## src/rtl/es8psk_ber_ctrl.sv

```systemverilog
// es8psk_ber_ctrl
//   Sequencer for one 8-PSK link BER measurement run, on the decoder clock.
//   It clears the tester counters and gates the transmitter for exactly
//   n_frames frames. It then waits for the receive pipeline to drain, sums the
//   per-frame bit errors, and reports done / pass / timeout.
//
// Ports
//   clk           symbol-rate clock, rising edge
//   reset_b       asynchronous reset, active HIGH despite the suffix
//   start         1-cycle pulse, accepted only in IDLE or DONE
//   abort         returns to IDLE at once, priority over everything
//   n_frames      frames to transmit, latched when start is accepted
//   err_limit     max total bit errors for pass, latched with n_frames
//   ena_data_tx   transmitter frame strobe
//   ena_data_rx   receiver frame strobe
//   frame_err     bit errors of the current rx frame (valid with ena_data_rx)
//   tx_enable     data-source gate, high only in RUN
//   clr_cnt       one-cycle clear pulse for the tester counters (CLEAR)
//   busy          high in CLEAR, RUN, DRAIN
//   done          high in DONE
//   pass          valid with done: no timeout and err_total <= err_limit
//   timeout_flag  set when the rx idle timer expires
//   frames_tx     tx strobes counted in RUN
//   frames_rx     rx strobes counted in RUN/DRAIN (saturating)
//   err_total     summed frame_err over counted rx frames (saturating)
//
// All outputs are registered; each one is decoded from the next-state values.

module es8psk_ber_ctrl #(
  parameter int unsigned TIMEOUT = 4096,
  parameter int unsigned FW      = 16,
  parameter int unsigned EW      = 32,
  parameter int unsigned PW      = 8
) (
  input  logic          clk,
  input  logic          reset_b,
  input  logic          start,
  input  logic          abort,
  input  logic [FW-1:0] n_frames,
  input  logic [EW-1:0] err_limit,
  input  logic          ena_data_tx,
  input  logic          ena_data_rx,
  input  logic [PW-1:0] frame_err,
  output logic          tx_enable,
  output logic          clr_cnt,
  output logic          busy,
  output logic          done,
  output logic          pass,
  output logic          timeout_flag,
  output logic [FW-1:0] frames_tx,
  output logic [FW-1:0] frames_rx,
  output logic [EW-1:0] err_total
);

  localparam int unsigned   TW   = (TIMEOUT > 2) ? $clog2(TIMEOUT) : 1;
  localparam logic [TW-1:0] TMAX = TW'(TIMEOUT - 1);

  typedef enum logic [2:0] {
    S_IDLE  = 3'd0,
    S_CLEAR = 3'd1,
    S_RUN   = 3'd2,
    S_DRAIN = 3'd3,
    S_DONE  = 3'd4
  } state_t;

  state_t        state_q, state_d;
  logic [FW-1:0] n_frames_q, n_frames_d;
  logic [EW-1:0] err_limit_q, err_limit_d;
  logic [FW-1:0] frames_tx_q, frames_tx_d;
  logic [FW-1:0] frames_rx_q, frames_rx_d;
  logic [EW-1:0] err_total_q, err_total_d;
  logic [TW-1:0] timer_q, timer_d;
  logic          timeout_q, timeout_d;
  logic          pass_d;
  logic [EW:0]   err_sum;

  // One extra bit catches the carry out so the total can saturate.
  assign err_sum = {1'b0, err_total_q} + (EW+1)'(frame_err);

  always_comb begin
    state_d     = state_q;
    n_frames_d  = n_frames_q;
    err_limit_d = err_limit_q;
    frames_tx_d = frames_tx_q;
    frames_rx_d = frames_rx_q;
    err_total_d = err_total_q;
    timer_d     = timer_q;
    timeout_d   = timeout_q;

    if (abort) begin
      // Counters and flags keep their values so the host can inspect them.
      state_d = S_IDLE;
    end else begin
      if ((state_q == S_RUN || state_q == S_DRAIN) && ena_data_rx) begin
        frames_rx_d = (frames_rx_q == '1) ? frames_rx_q : frames_rx_q + FW'(1);
        err_total_d = err_sum[EW] ? '1 : err_sum[EW-1:0];
      end

      unique case (state_q)
        S_IDLE, S_DONE: begin
          if (start) begin
            state_d     = S_CLEAR;
            n_frames_d  = n_frames;
            err_limit_d = err_limit;
            frames_tx_d = '0;
            frames_rx_d = '0;
            err_total_d = '0;
            timer_d     = '0;
            timeout_d   = 1'b0;
          end
        end
        S_CLEAR: begin
          timer_d = '0;
          state_d = (n_frames_q == '0) ? S_DONE : S_RUN;
        end
        S_RUN, S_DRAIN: begin
          if (state_q == S_RUN) begin
            if (ena_data_tx) begin
              frames_tx_d = frames_tx_q + FW'(1);
              if (frames_tx_d == n_frames_q) state_d = S_DRAIN;
            end
          end else if (frames_rx_d >= frames_tx_q) begin
            state_d = S_DONE;
          end
          // A strobe arriving in the expiry cycle still restarts the timer.
          if (ena_data_rx) begin
            timer_d = '0;
          end else if (timer_q == TMAX) begin
            timeout_d = 1'b1;
            state_d   = S_DONE;
          end else begin
            timer_d = timer_q + TW'(1);
          end
        end
        default: state_d = S_IDLE;
      endcase
    end

    pass_d = (state_d == S_DONE) && !timeout_d && (err_total_d <= err_limit_d);
  end

  always_ff @(posedge clk or posedge reset_b) begin
    if (reset_b) begin
      state_q      <= S_IDLE;
      n_frames_q   <= '0;
      err_limit_q  <= '0;
      frames_tx_q  <= '0;
      frames_rx_q  <= '0;
      err_total_q  <= '0;
      timer_q      <= '0;
      timeout_q    <= 1'b0;
      tx_enable    <= 1'b0;
      clr_cnt      <= 1'b0;
      busy         <= 1'b0;
      done         <= 1'b0;
      pass         <= 1'b0;
    end else begin
      state_q      <= state_d;
      n_frames_q   <= n_frames_d;
      err_limit_q  <= err_limit_d;
      frames_tx_q  <= frames_tx_d;
      frames_rx_q  <= frames_rx_d;
      err_total_q  <= err_total_d;
      timer_q      <= timer_d;
      timeout_q    <= timeout_d;
      tx_enable    <= (state_d == S_RUN);
      clr_cnt      <= (state_d == S_CLEAR);
      busy         <= (state_d == S_CLEAR) || (state_d == S_RUN) || (state_d == S_DRAIN);
      done         <= (state_d == S_DONE);
      pass         <= pass_d;
    end
  end

  assign timeout_flag = timeout_q;
  assign frames_tx    = frames_tx_q;
  assign frames_rx    = frames_rx_q;
  assign err_total    = err_total_q;

endmodule

```

## config.mk

```make
export PLATFORM = sky130hd
export DESIGN_NAME = es8psk_ber_ctrl
export DESIGN_NICKNAME = d
export VERILOG_FILES = /design/src/rtl/es8psk_ber_ctrl.sv
export SDC_FILE = /design/constraint.sdc
export NUM_CORES = 1
export LEC_CHECK = 0
export BUFFER_PORTS_ARGS = -buffer_cell sky130_fd_sc_hd__buf_2
export CAP_MARGIN = 30
export CORE_MARGIN = 2
export CORE_UTILIZATION = 60
export DETAILED_ROUTE_END_ITERATION = 7
export PLACE_DENSITY = 0.84
export SLEW_MARGIN = 20
export SYNTH_ARGS = -nofsm -noshare
export SYNTH_HDL_FRONTEND = slang
export SYNTH_SLANG_ARGS = --single-unit
```

## constraint.sdc

```tcl
create_clock -name clk -period 10.4 [get_ports clk]
set_input_delay 2.08 -clock clk [delete_from_list [all_inputs] [get_ports clk]]
set_output_delay 2.08 -clock clk [all_outputs]
set_load 0.1 [all_outputs]
```

==> results.py, run 1 <==
metrics = {
    "synth": {
        "ys_ff_latch": 133,
        "yosysTopAreaCellShare_pct": 39.9,
        "synth-async-reset-ratio_pct": 100,
        "synth_edf_count": 0,
        "synth_most_common_cell": "dfrtp_1",
        "synth_common_cells": "133 x dfrtp_1, 118 x nand2_1, 59 x ha_1, 54 x inv_1",
        "yosys_most_used_dff": "dfrtp_1",
        "synth_seq_area_share_pct": 39.9,
        "synth_area_per_cell_um2": 9.08,
        "netlist_top_cells_area": "dfrtp_1 40%, ha_1 8.8%, nand2_1 5.3%, mux2i_1 4.4%, xnor2_1 3.6%",
        "syn_area_mm2": 0.00834,
        "synthCells": 919,
        "yosys.area.top_type": "dfrtp_1",
        "yosysWarnings": 0,
        "syn_nets": 1041,
        "synth_cell_types": 67,
    },
    "cells_and_area": {
        "num_antenna_cells": 0,
        "final_area_mm2": 0.00970,
        "nets": 1156,
        "area_delta_synth_final_pct": 16.3,
        "fill_cells": 1048,
        "drive_above_1_share_pct": 18.1,
    },
    "routing": {
        "vias": 7730,
        "dr.pass1.iters": 6,
        "routedWlPerCell_um": 18.2,
        "final_antenna_net_count": 0,
        "drc": 0,
        "drt-initial-drc-count": 834,
        "drt-total-wl_um": 22300,
        "routed_via_density": 6.30,
    },
    "global_routing": {
        "grt_pass1_wl_um": 35900,
        "antenna_found_initial": 0,
        "grt_pass1_vias": 7226,
        "gr-total-overflow": 0,
        "grt_max_degree": 76,
        "grt_usage_pct": 31.0,
    },
    "worst_setup_path": {
        "worstSetupPathType": "in -> reg",
        "critPathMaxFanout": 46,
        "cp_data_required_time_ns": 10.77,
        "critPathCaptureType": "flop",
        "startpoint_type": "input port",
        "worstPathArrival_ns": 6.35,
    },
    "cts": {
        "ctsRootBufferMaster": "clkbuf_16",
        "hold_buffers": 0,
        "cts_tree": "built",
        "path_clk_slew_ns": 0.06,
        "clk_latency_ns": 0.43,
        "cts_resized": 0,
        "cts_num_sinks": 133,
        "clockBufferDepth": 2,
        "post_cts_buffers": 0,
        "htree_levels": 4,
        "cts_buffers": 17,
    },
    "placement": {
        "hpwl_um": 16300,
        "gp_congestion": 0.896,
        "port_buffers": 131,
        "placed_cell_area_mm2": 0.00907,
        "pre_cts_ws_ns": 4.09,
    },
    "timing": {
        "max_slew_margin_pct": 38.3,
        "finalSetupViolCount": 0,
        "finalMaxSlewViolations": 0,
        "worst-slew-pin-transition_ns": 0.924,
        "fin_crit_sh_pct": 57.5,
        "period_minus_slack_ns": 5.98,
        "setup_slack_ns": 4.42,
        "hold_violations": 0,
        "skew_ns": 0.00656,
        "whs_ns": 0.485,
        "fmax_mhz": 167,
        "rsz0062_at_grt": "false",
        "fin_setup_tns_ns": 0,
    },
    "pwr": {
        "power_frac_comb_pct": 31.2,
        "switching_share_pct": 36.5,
        "pwr-share-seq_pct": 36.0,
        "p_sw_w": 0.000687,
        "leakage_nw": 4.72,
        "p_total_w": 0.00188,
        "pwr-share-clk_pct": 32.8,
        "ir_drop_uv": 135,
        "powerDensity_mw_per_mm2": 194,
        "intPower_w": 0.00119,
    },
    "floorplan": {
        "ios": 132,
        "die_w_um": 122,
        "start_util_pct": 60.8,
        "rows": 43,
        "chipHeight_um": 122,
        "core_mm2": 0.0137,
        "die_area_mm2": 0.0149,
    },
    "flow_run": {
        "drv_cap": 0,
    },
    "min_path": {
        "hold_class": "reg -> reg",
    },
    "status": {
        "status": "finished clean",
    },
}
==> worst max-delay path, cell delays in order <==
cell and delay [ns]:
buf_2 0.31, inv_1 0.42, nand2_1 0.09, buf_4 0.25, inv_2 0.70, buf_4 0.51
mux2i_1 0.29, ha_1 0.28, a21oi_1 0.18, o21a_1 0.13, o22ai_1 0.07, a221oi_1 0.25
a21oi_1 0.11, a2111oi_0 0.44, o21a_1 0.19
==> metal layers <==
layer	share of wire (%)	vias up	track usage, %
met1	42	3705	41.2
li1	-	3593	-
met3	7.5	57	6.60
met2	48	375	50.5
met4	2.5	0	10.9
met5	0	-	0
==> power groups by stage <==
stage	clock [W]	combinational (W)	sequential, W
floorplan	0	0.000344	0.000781
global placement	0	0.000561	0.000679
detailed placement	0	0.000576	0.000683
CTS	0.000620	0.000584	0.000675
global route	0.000645	0.000645	0.000687
finish	0.000616	0.000587	0.000677
==> cell usage in the layout (no fill, tap or decap), drive strengths merged, types with 10 or more instances in the layout <==
cell | netlist | layout
xor2 | 10 | 10
or3 | 10 | 10
nand3 | 37 | 37
dfrtp | 133 | 133
nor2 | 53 | 53
mux2i | 37 | 37
and3 | 15 | 15
ha | 59 | 59
nor3 | 27 | 27
inv | 56 | 56
nor4 | 15 | 15
xnor2 | 36 | 36
a21oi | 53 | 53
nand4 | 22 | 22
and4 | 13 | 13
a31oi | 14 | 14
o31ai | 11 | 11
buf | 17 | 135
nand2 | 118 | 118
o21ai | 52 | 52
clkbuf | 22 | 23
==> layout make-up <==
type                    instances  area (um2)  share of cell area (%)
inverters                      56         215                    2.22
clock buffers                  23         478                    4.93
repair buffers                135         706                    7.27
flip-flops and latches        133        3330                    34.3
clock inverters                 9         125                    1.29
well taps                     180         225                    2.32
multi-input cells             691        4630                    47.7
==> registers in the layout, summed over array words and instances, names as in the netlist <==
signal and cells:
done 1, err_total 32, tx_enable 1, frames_tx 16
busy 1, timeout_flag 1, timer_q 12, clr_cnt 1
state_q 3, err_limit_q 32, pass 1, n_frames_q 16
frames_rx 16
==> final timing paths <==
check / from / endpoint / slack [ns] / cells after the start
min reg2reg: err_limit_q[19] / err_limit_q[19] / 0.48 / 2
max: abort / pass / 4.42 / 15
min: err_limit_q[19] / err_limit_q[19] / 0.48 / 2
min in group asynchronous: reset_b / err_total[4] / 1.70 / 2
max in group asynchronous: reset_b / timer_q[2] / 7.64 / 4
max reg2reg: state_q[0] / pass / 5.63 / 15
==> metrics by stage <==
step	utilization [%]	cells
after floorplan	-	919
after detailed placement	66.1	1194
final	70.7	1227
after global placement	66.1	1194
after global routing	70.7	1227
after CTS	70.5	1226
==> cell families after synthesis <==
logic type	count (synthesis)	share of synthesized area, %
AO/OA/AOI/OAI	206	16.0
buffers and inverters	95	4.66
multiplexers	40	4.84
adder cells (fa/ha/maj)	60	9.09
flip-flops	133	39.9
AND/OR/NAND/NOR	339	20.5
XOR/XNOR	46	5.01
Power figures use the tool's default switching activity.
==> inputs of run 2 (changes only) <==
--- a/config.mk
+++ b/config.mk
@@ -5,12 +5,13 @@
 export SDC_FILE = /design/constraint.sdc
 export NUM_CORES = 1
 export LEC_CHECK = 0
+export ABC_AREA = 1
 export BUFFER_PORTS_ARGS = -buffer_cell sky130_fd_sc_hd__buf_2
 export CAP_MARGIN = 30
 export CORE_MARGIN = 2
-export CORE_UTILIZATION = 60
+export CORE_UTILIZATION = 53
 export DETAILED_ROUTE_END_ITERATION = 7
-export PLACE_DENSITY = 0.84
+export PLACE_DENSITY = 0.78
 export SLEW_MARGIN = 20
 export SYNTH_ARGS = -nofsm -noshare
 export SYNTH_HDL_FRONTEND = slang
==> constraint.sdc (replaced) <==
create_clock -name clk -period 5 [get_ports clk]
set_input_delay 1 -clock clk [delete_from_list [all_inputs] [get_ports clk]]
set_output_delay 1 -clock clk [all_outputs]
set_load 0.1 [all_outputs]
==> run 2 against run 1 <==
  * Sequential power up 94%
  * Clock power is 98% higher
  * Clock-buffer cell count is 1 lower
  * Register-to-register slack got worse by 4.4 ns
  * Synthesized cell count up 26%
  * Worst setup slack got worse by 3.4 ns
  * Synthesized area is 6.6% higher
  * Final area up 6.8%
  * Largest power group unchanged
  * Worst hold slack worse by 0.00069 ns
  * Flip-flop and latch count unchanged
  * Largest cell class unchanged
  * Non-clock buffer count increased by 6
  * Sequential share of layout area fell by 2.2 points
==> results.py, run 2 <==
metrics = {
    "worst_setup_path": {
        "crit_buf_inv": 4,
        "worstSetupPathType": "in -> reg",
        "slowest_delay_ns": 0.41,
        "path_delay_family": "simple AND/OR/NAND/NOR gates",
        "critPathCaptureType": "flop",
        "critical_path.slowest_cell": "fa_1",
        "startpoint_type": "input port",
        "crit_path_frequent_cell": "nand2_1",
        "cp_data_required_time_ns": 5.30,
        "critPathMaxFanout": 12,
        "worstPathArrival_ns": 4.31,
    },
    "cells_and_area": {
        "area_delta_synth_final_pct": 16.5,
        "drive_above_1_share_pct": 20.2,
        "nets": 1411,
        "reg_top3": "err_limit_q (32), err_total (32)",
        "layout_commonest_cell": "nand2_1",
        "num_antenna_cells": 0,
        "final_cell_mix": "237 x nand2_1, 171 x inv_1, 133 x dfrtp_1",
    },
    "floorplan": {
        "chipHeight_um": 134,
        "die_w_um": 134,
        "rows": 47,
        "die_area_mm2": 0.0178,
        "core_mm2": 0.0165,
        "start_util_pct": 53.9,
        "ios": 132,
    },
    "routing": {
        "final_antenna_net_count": 0,
        "vias": 8317,
        "routed_via_density": 5.47,
        "drt-total-wl_um": 24000,
        "dr.pass1.iters": 5,
        "drc": 0,
        "routedWlPerCell_um": 15.8,
        "drt-initial-drc-count": 702,
    },
    "synth": {
        "yosysWarnings": 0,
        "synth_seq_area_share_pct": 37.4,
        "yosys.area.top_type": "dfrtp_1",
        "syn_nets": 1278,
        "synthCells": 1156,
        "netlist_top_cells_area": "dfrtp_1 37%, nand2_1 10%, ha_1 8.3%, inv_1 7.3%, o21ai_0 4.8%",
        "yosys_most_used_dff": "dfrtp_1",
        "synth_area_per_cell_um2": 7.70,
        "synth_cell_types": 56,
        "ys_ff_latch": 133,
        "synth_most_common_cell": "nand2_1",
        "yosysTopAreaCellShare_pct": 37.4,
        "synth_common_cells": "237 x nand2_1, 172 x inv_1, 133 x dfrtp_1, 85 x o21ai_0, 78 x nand3_1",
        "synth_edf_count": 0,
        "syn_area_mm2": 0.00890,
        "synth-async-reset-ratio_pct": 100,
    },
    "cts": {
        "ctsRootBufferMaster": "clkbuf_16",
        "hold_buffers": 0,
        "clockBufferDepth": 2,
        "cts_resized": 0,
        "post_cts_buffers": 0,
        "cts_num_sinks": 133,
        "cts_tree": "built",
        "cts_buffers": 17,
        "path_clk_slew_ns": 0.06,
        "htree_levels": 4,
        "clk_latency_ns": 0.42,
    },
    "status": {
        "status": "finished clean",
    },
    "timing": {
        "skew_ns": 0.00907,
        "worst-slew-pin-transition_ns": 0.989,
        "fin_setup_tns_ns": 0,
        "fin_crit_sh_pct": 80.2,
        "rsz0062_at_grt": "false",
        "finalSetupViolCount": 0,
        "fmax_mhz": 249,
        "max_slew_margin_pct": 33.5,
        "finalMaxSlewViolations": 0,
        "period_minus_slack_ns": 4.01,
        "hold_violations": 0,
    },
    "global_routing": {
        "grt_max_degree": 105,
        "grt_usage_pct": 27.4,
        "antenna_found_initial": 0,
        "grt_pass1_wl_um": 38800,
        "grt_pass1_vias": 7885,
        "gr-total-overflow": 0,
    },
    "placement": {
        "port_buffers": 131,
        "gp_congestion": 0.957,
        "hpwl_um": 17500,
    },
    "pwr": {
        "leakage_nw": 5.32,
        "ir_drop_uv": 250,
        "p_total_w": 0.00361,
        "powerDensity_mw_per_mm2": 349,
    },
    "min_path": {
        "hold_class": "reg -> reg",
    },
    "flow_run": {
        "drv_cap": 0,
    },
}
[run 2: logic make-up (layout without fill, tap and decap cells)]
group / Yosys count / after routing / share of synthesized area, %
XOR/XNOR: 37 / 37 / 3.95
buffers and inverters: 209 / 354 / 9.24
AO/OA/AOI/OAI: 214 / 214 / 14.0
adder cells (fa/ha/maj): 60 / 60 / 8.52
flip-flops: 133 / 133 / 37.4
AND/OR/NAND/NOR: 503 / 503 / 26.9
[run 2: path summary, 6_finish.rpt]
check,slack (ns),start,endpoint,cells past startpoint
max in group asynchronous,3.74,reset_b,tx_enable,3
max,0.99,frame_err[0],pass,26
min in group asynchronous,0.55,reset_b,clr_cnt,2
max reg2reg,1.25,err_total[0],pass,25
min reg2reg,0.48,err_limit_q[0],err_limit_q[0],2
min,0.48,err_limit_q[0],err_limit_q[0],2
[run 2: per-layer routing]
| metal | global-route usage [%] | vias up | share of wire (%) |
|---|---|---|---|
| li1 | - | 4073 | - |
| met1 | 36.3 | 3885 | 44 |
| met2 | 43.6 | 312 | 46 |
| met3 | 6.39 | 47 | 7.1 |
| met4 | 11.3 | 0 | 2.8 |
| met5 | 0 | - | 0 |
[run 2: cell type report]
type / instances / area, um2
clock buffer: 22 / 464
fill: 1459 / 6160
inverter: 182 / 691
sequential: 133 / 3330
multi-input combinational: 814 / 4750
clock inverter: 9 / 104
tap: 220 / 275
timing repair buffer: 141 / 751
[run 2: per-stage QoR]
| stage | util [%] | instances | hold WS, ns | instance area, um2 | setup slack (ns) |
|---|---|---|---|---|---|
| detailed placement | 59.1 | 1489 | 0.470 | 9770 | 0.617 |
| finish | 62.7 | 1521 | 0.484 | 10400 | 0.991 |
| CTS | 62.6 | 1520 | 0.482 | 10300 | 1.01 |
| global placement | 59.1 | 1489 | 0.467 | 9770 | 0.720 |
| floorplan | - | 1156 | 0.444 | 8900 | 0.446 |
| global route | 62.7 | 1521 | 0.510 | 10400 | 0.661 |
[run 2: worst reg2reg max path: stages, from the launching register on]
cell	delay, ns
dfrtp_1	0.42
ha_1	0.25
fa_1	0.41
nand3_1	0.12
nand2_1	0.14
a21oi_4	0.22
o21ai_2	0.09
nand2_1	0.09
nor2_1	0.04
nand3_1	0.06
nand2_1	0.09
inv_2	0.20
nand2_1	0.08
o21ai_1	0.12
inv_1	0.06
ha_1	0.29
nand2_1	0.07
inv_1	0.05
nand3_1	0.08
nor4_1	0.24
and3_1	0.23
o21ai_0	0.08
nand2_1	0.06
nand2_1	0.05
nand2_1	0.06
nor2_1	0.04
[run 2: where the power goes]
part / internal (W) / switching, W / total [W]
Clock: 0.000754 / 0.000469 / 0.00122
Sequential: 0.00121 / 0.0000995 / 0.00131
Combinational: 0.000309 / 0.000775 / 0.00108
==> inputs of run 3 (changes only) <==
--- a/config.mk
+++ b/config.mk
@@ -5,13 +5,13 @@
 export SDC_FILE = /design/constraint.sdc
 export NUM_CORES = 1
 export LEC_CHECK = 0
-export ABC_AREA = 1
+export ABC_AREA = 0
 export BUFFER_PORTS_ARGS = -buffer_cell sky130_fd_sc_hd__buf_2
 export CAP_MARGIN = 30
 export CORE_MARGIN = 2
-export CORE_UTILIZATION = 53
+export CORE_UTILIZATION = 52
 export DETAILED_ROUTE_END_ITERATION = 7
-export PLACE_DENSITY = 0.78
+export PLACE_DENSITY = 0.77
 export SLEW_MARGIN = 20
 export SYNTH_ARGS = -nofsm -noshare
 export SYNTH_HDL_FRONTEND = slang
==> constraint.sdc (replaced) <==
create_clock -name clk -period 3.52 [get_ports clk]
set_input_delay 0.704 -clock clk [delete_from_list [all_inputs] [get_ports clk]]
set_output_delay 0.704 -clock clk [all_outputs]
set_load 0.1 [all_outputs]
==> run 3 against run 2 <==
  * The flow now finishes with violations (setup timing)
  * Clock skew barely moved
  * Combinational power rose by 95%
  * Total power rose by 64%
  * Routed wire length rose by 8.2%
  * Sequential share of layout area fell by 1.5 points
  * Flip-flop and latch count did not move
  * Sequential power rose by 52%
  * Critical path depth fell by 10
  * Critical endpoint unchanged
==> results.py, run 3 (synthesis gave the netlist of run 1 again) <==
metrics = {
    "status": {
        "status": "finished with violations",
        "violations": "setup timing",
    },
    "timing": {
        "period_minus_slack_ns": 3.83,
        "hold_violations": 0,
        "worst-slew-pin-transition_ns": 0.738,
        "skew_ns": 0.00948,
        "rsz0062_at_grt": "true",
        "whs_ns": 0.397,
        "finalSetupViolCount": 1,
        "fmax_mhz": 261,
        "setup_slack_ns": -0.308,
        "fin_crit_sh_pct": 109,
        "finalMaxSlewViolations": 0,
        "max_slew_margin_pct": 50.7,
        "fin_setup_tns_ns": -0.308,
    },
    "worst_setup_path": {
        "slowest_delay_ns": 0.44,
        "startpoint_type": "flop",
        "crit_path_frequent_cell": "o21ai_1",
        "worstPathArrival_ns": 4.19,
        "critPathMaxFanout": 3,
        "cp_data_required_time_ns": 3.88,
        "cp_cell_sequence": "ha_1, o21a_1, o21ai_1, a21oi_2, buf_4, o211a_1, and4_1, o21ai_1, a31oi_2, ha_1, a21oi_1, o21ai_1, a211oi_2, o21bai_2, a2111oi_2, o21a_1",
        "critPathCaptureType": "flop",
        "worstSetupPathType": "reg -> reg",
        "critical_path.slowest_cell": "a2111oi_2",
    },
    "cts": {
        "ctsRootBufferMaster": "clkbuf_16",
        "cts_tree": "built",
        "hold_buffers": 0,
        "clk_latency_ns": 0.42,
        "cts_buffers": 17,
        "clockBufferDepth": 2,
        "path_clk_slew_ns": 0.06,
        "htree_levels": 4,
        "cts_num_sinks": 133,
    },
    "placement": {
        "pre_cts_ws_ns": -0.832,
        "placed_cell_area_mm2": 0.00995,
        "port_buffers": 131,
        "gp_congestion": 0.968,
        "hpwl_um": 18100,
    },
    "global_routing": {
        "antenna_found_initial": 0,
        "grt_max_degree": 59,
        "grt_pass1_vias": 8292,
        "gr-total-overflow": 0,
        "grt_usage_pct": 31.2,
        "grt_pass1_wl_um": 41400,
    },
    "pwr": {
        "ir_drop_uv": 445,
        "leakage_nw": 5.34,
        "powerDensity_mw_per_mm2": 546,
    },
    "cells_and_area": {
        "nets": 1268,
        "drive_above_1_share_pct": 29.9,
        "final_area_mm2": 0.0109,
        "num_antenna_cells": 0,
        "fin_util_pct": 68.9,
        "reg_top3": "err_limit_q (32), err_total (32)",
        "area_delta_synth_final_pct": 30.2,
        "final_cell_mix": "131 x dfrtp_1, 131 x buf_2, 117 x nand2_1",
        "fill_cells": 1186,
    },
    "floorplan": {
        "ios": 132,
        "core_mm2": 0.0158,
        "die_area_mm2": 0.0171,
        "die_w_um": 131,
        "start_util_pct": 52.9,
        "chipHeight_um": 131,
        "rows": 46,
    },
    "routing": {
        "drc": 0,
        "dr.pass1.iters": 6,
        "final_antenna_net_count": 0,
        "routedWlPerCell_um": 18.9,
        "drt-initial-drc-count": 877,
        "vias": 8315,
        "drt-total-wl_um": 26000,
        "routed_via_density": 6.05,
    },
    "min_path": {
        "hold_class": "in -> async",
    },
    "flow_run": {
        "drv_cap": 0,
    },
}
[run 3: cell types whose count changed in the layout (fill, tap and decap cells not counted), sizes merged, moves of 14 or more]
cell	delta
o22ai	-20
nand2	-133
inv	-124
and3	+14
o21ai	-54
buf	+106
xnor2	+28
or2	-31
mux2i	+37
nand3	-43
xor2	-17
nor2	-27
[run 3: through the flow]
step / total power (W) / instances
final: 0.00593 / 1375
after global routing: 0.00620 / 1375
after CTS: 0.00587 / 1374
after detailed placement: 0.00394 / 1336
after global placement: 0.00388 / 1336
after floorplan: 0.00333 / 919
[run 3: report_power, final]
part	switching (W)	leakage, nW	internal [W]
logic	0.00133	3.30	0.000775
clock network	0.000668	0.297	0.00117
registers	0.000199	1.75	0.00179
[run 3: layout make-up]
class                           instances  area, um2  share of cell area, %
Multi-Input combinational cell        691       4880                   44.9
Sequential cell                       133       3330                   30.6
Timing Repair Buffer                  247       1560                   14.4
Clock buffer                           23        478                   4.40
Tap cell                              216        270                   2.49
Inverter                               56        214                   1.97
Clock inverter                          9        126                   1.16
[run 3: final timing paths]
path	depth (start not counted)	end	slack, ns	startpoint
max in group asynchronous	3	frames_rx[3]	2.32	reset_b
worst max register to register	16	pass	-0.31	err_total[5]
worst min register to register	2	err_limit_q[4]	0.49	err_limit_q[4]
min in group clk	3	n_frames_q[0]	0.48	n_frames[0]
worst max-delay path	16	pass	-0.31	err_total[5]
worst min-delay path	2	clr_cnt	0.40	reset_b
[run 3: what timing repair did]
item,CTS,global route
gates resized for setup,45,10
endpoints found under the setup margin,1,1
pin swaps,18,5
buffers inserted,6,1
[run 3: metal layers]
| metal | GRT usage (%) | share of wire [%] |
|---|---|---|
| met4 | 14.7 | 4.2 |
| met2 | 52.2 | 49 |
| met3 | 5.99 | 6.9 |
| met5 | 0 | 0 |
| met1 | 39.2 | 40 |
[run 3: critical path, delay by kind of cell, from the launching register on]
kind,cells,cell delay (ns)
flops,1,0.40
buf+inv,1,0.16
simple gates,1,0.26
compound gates,12,2.34
fa+ha+maj,2,0.61
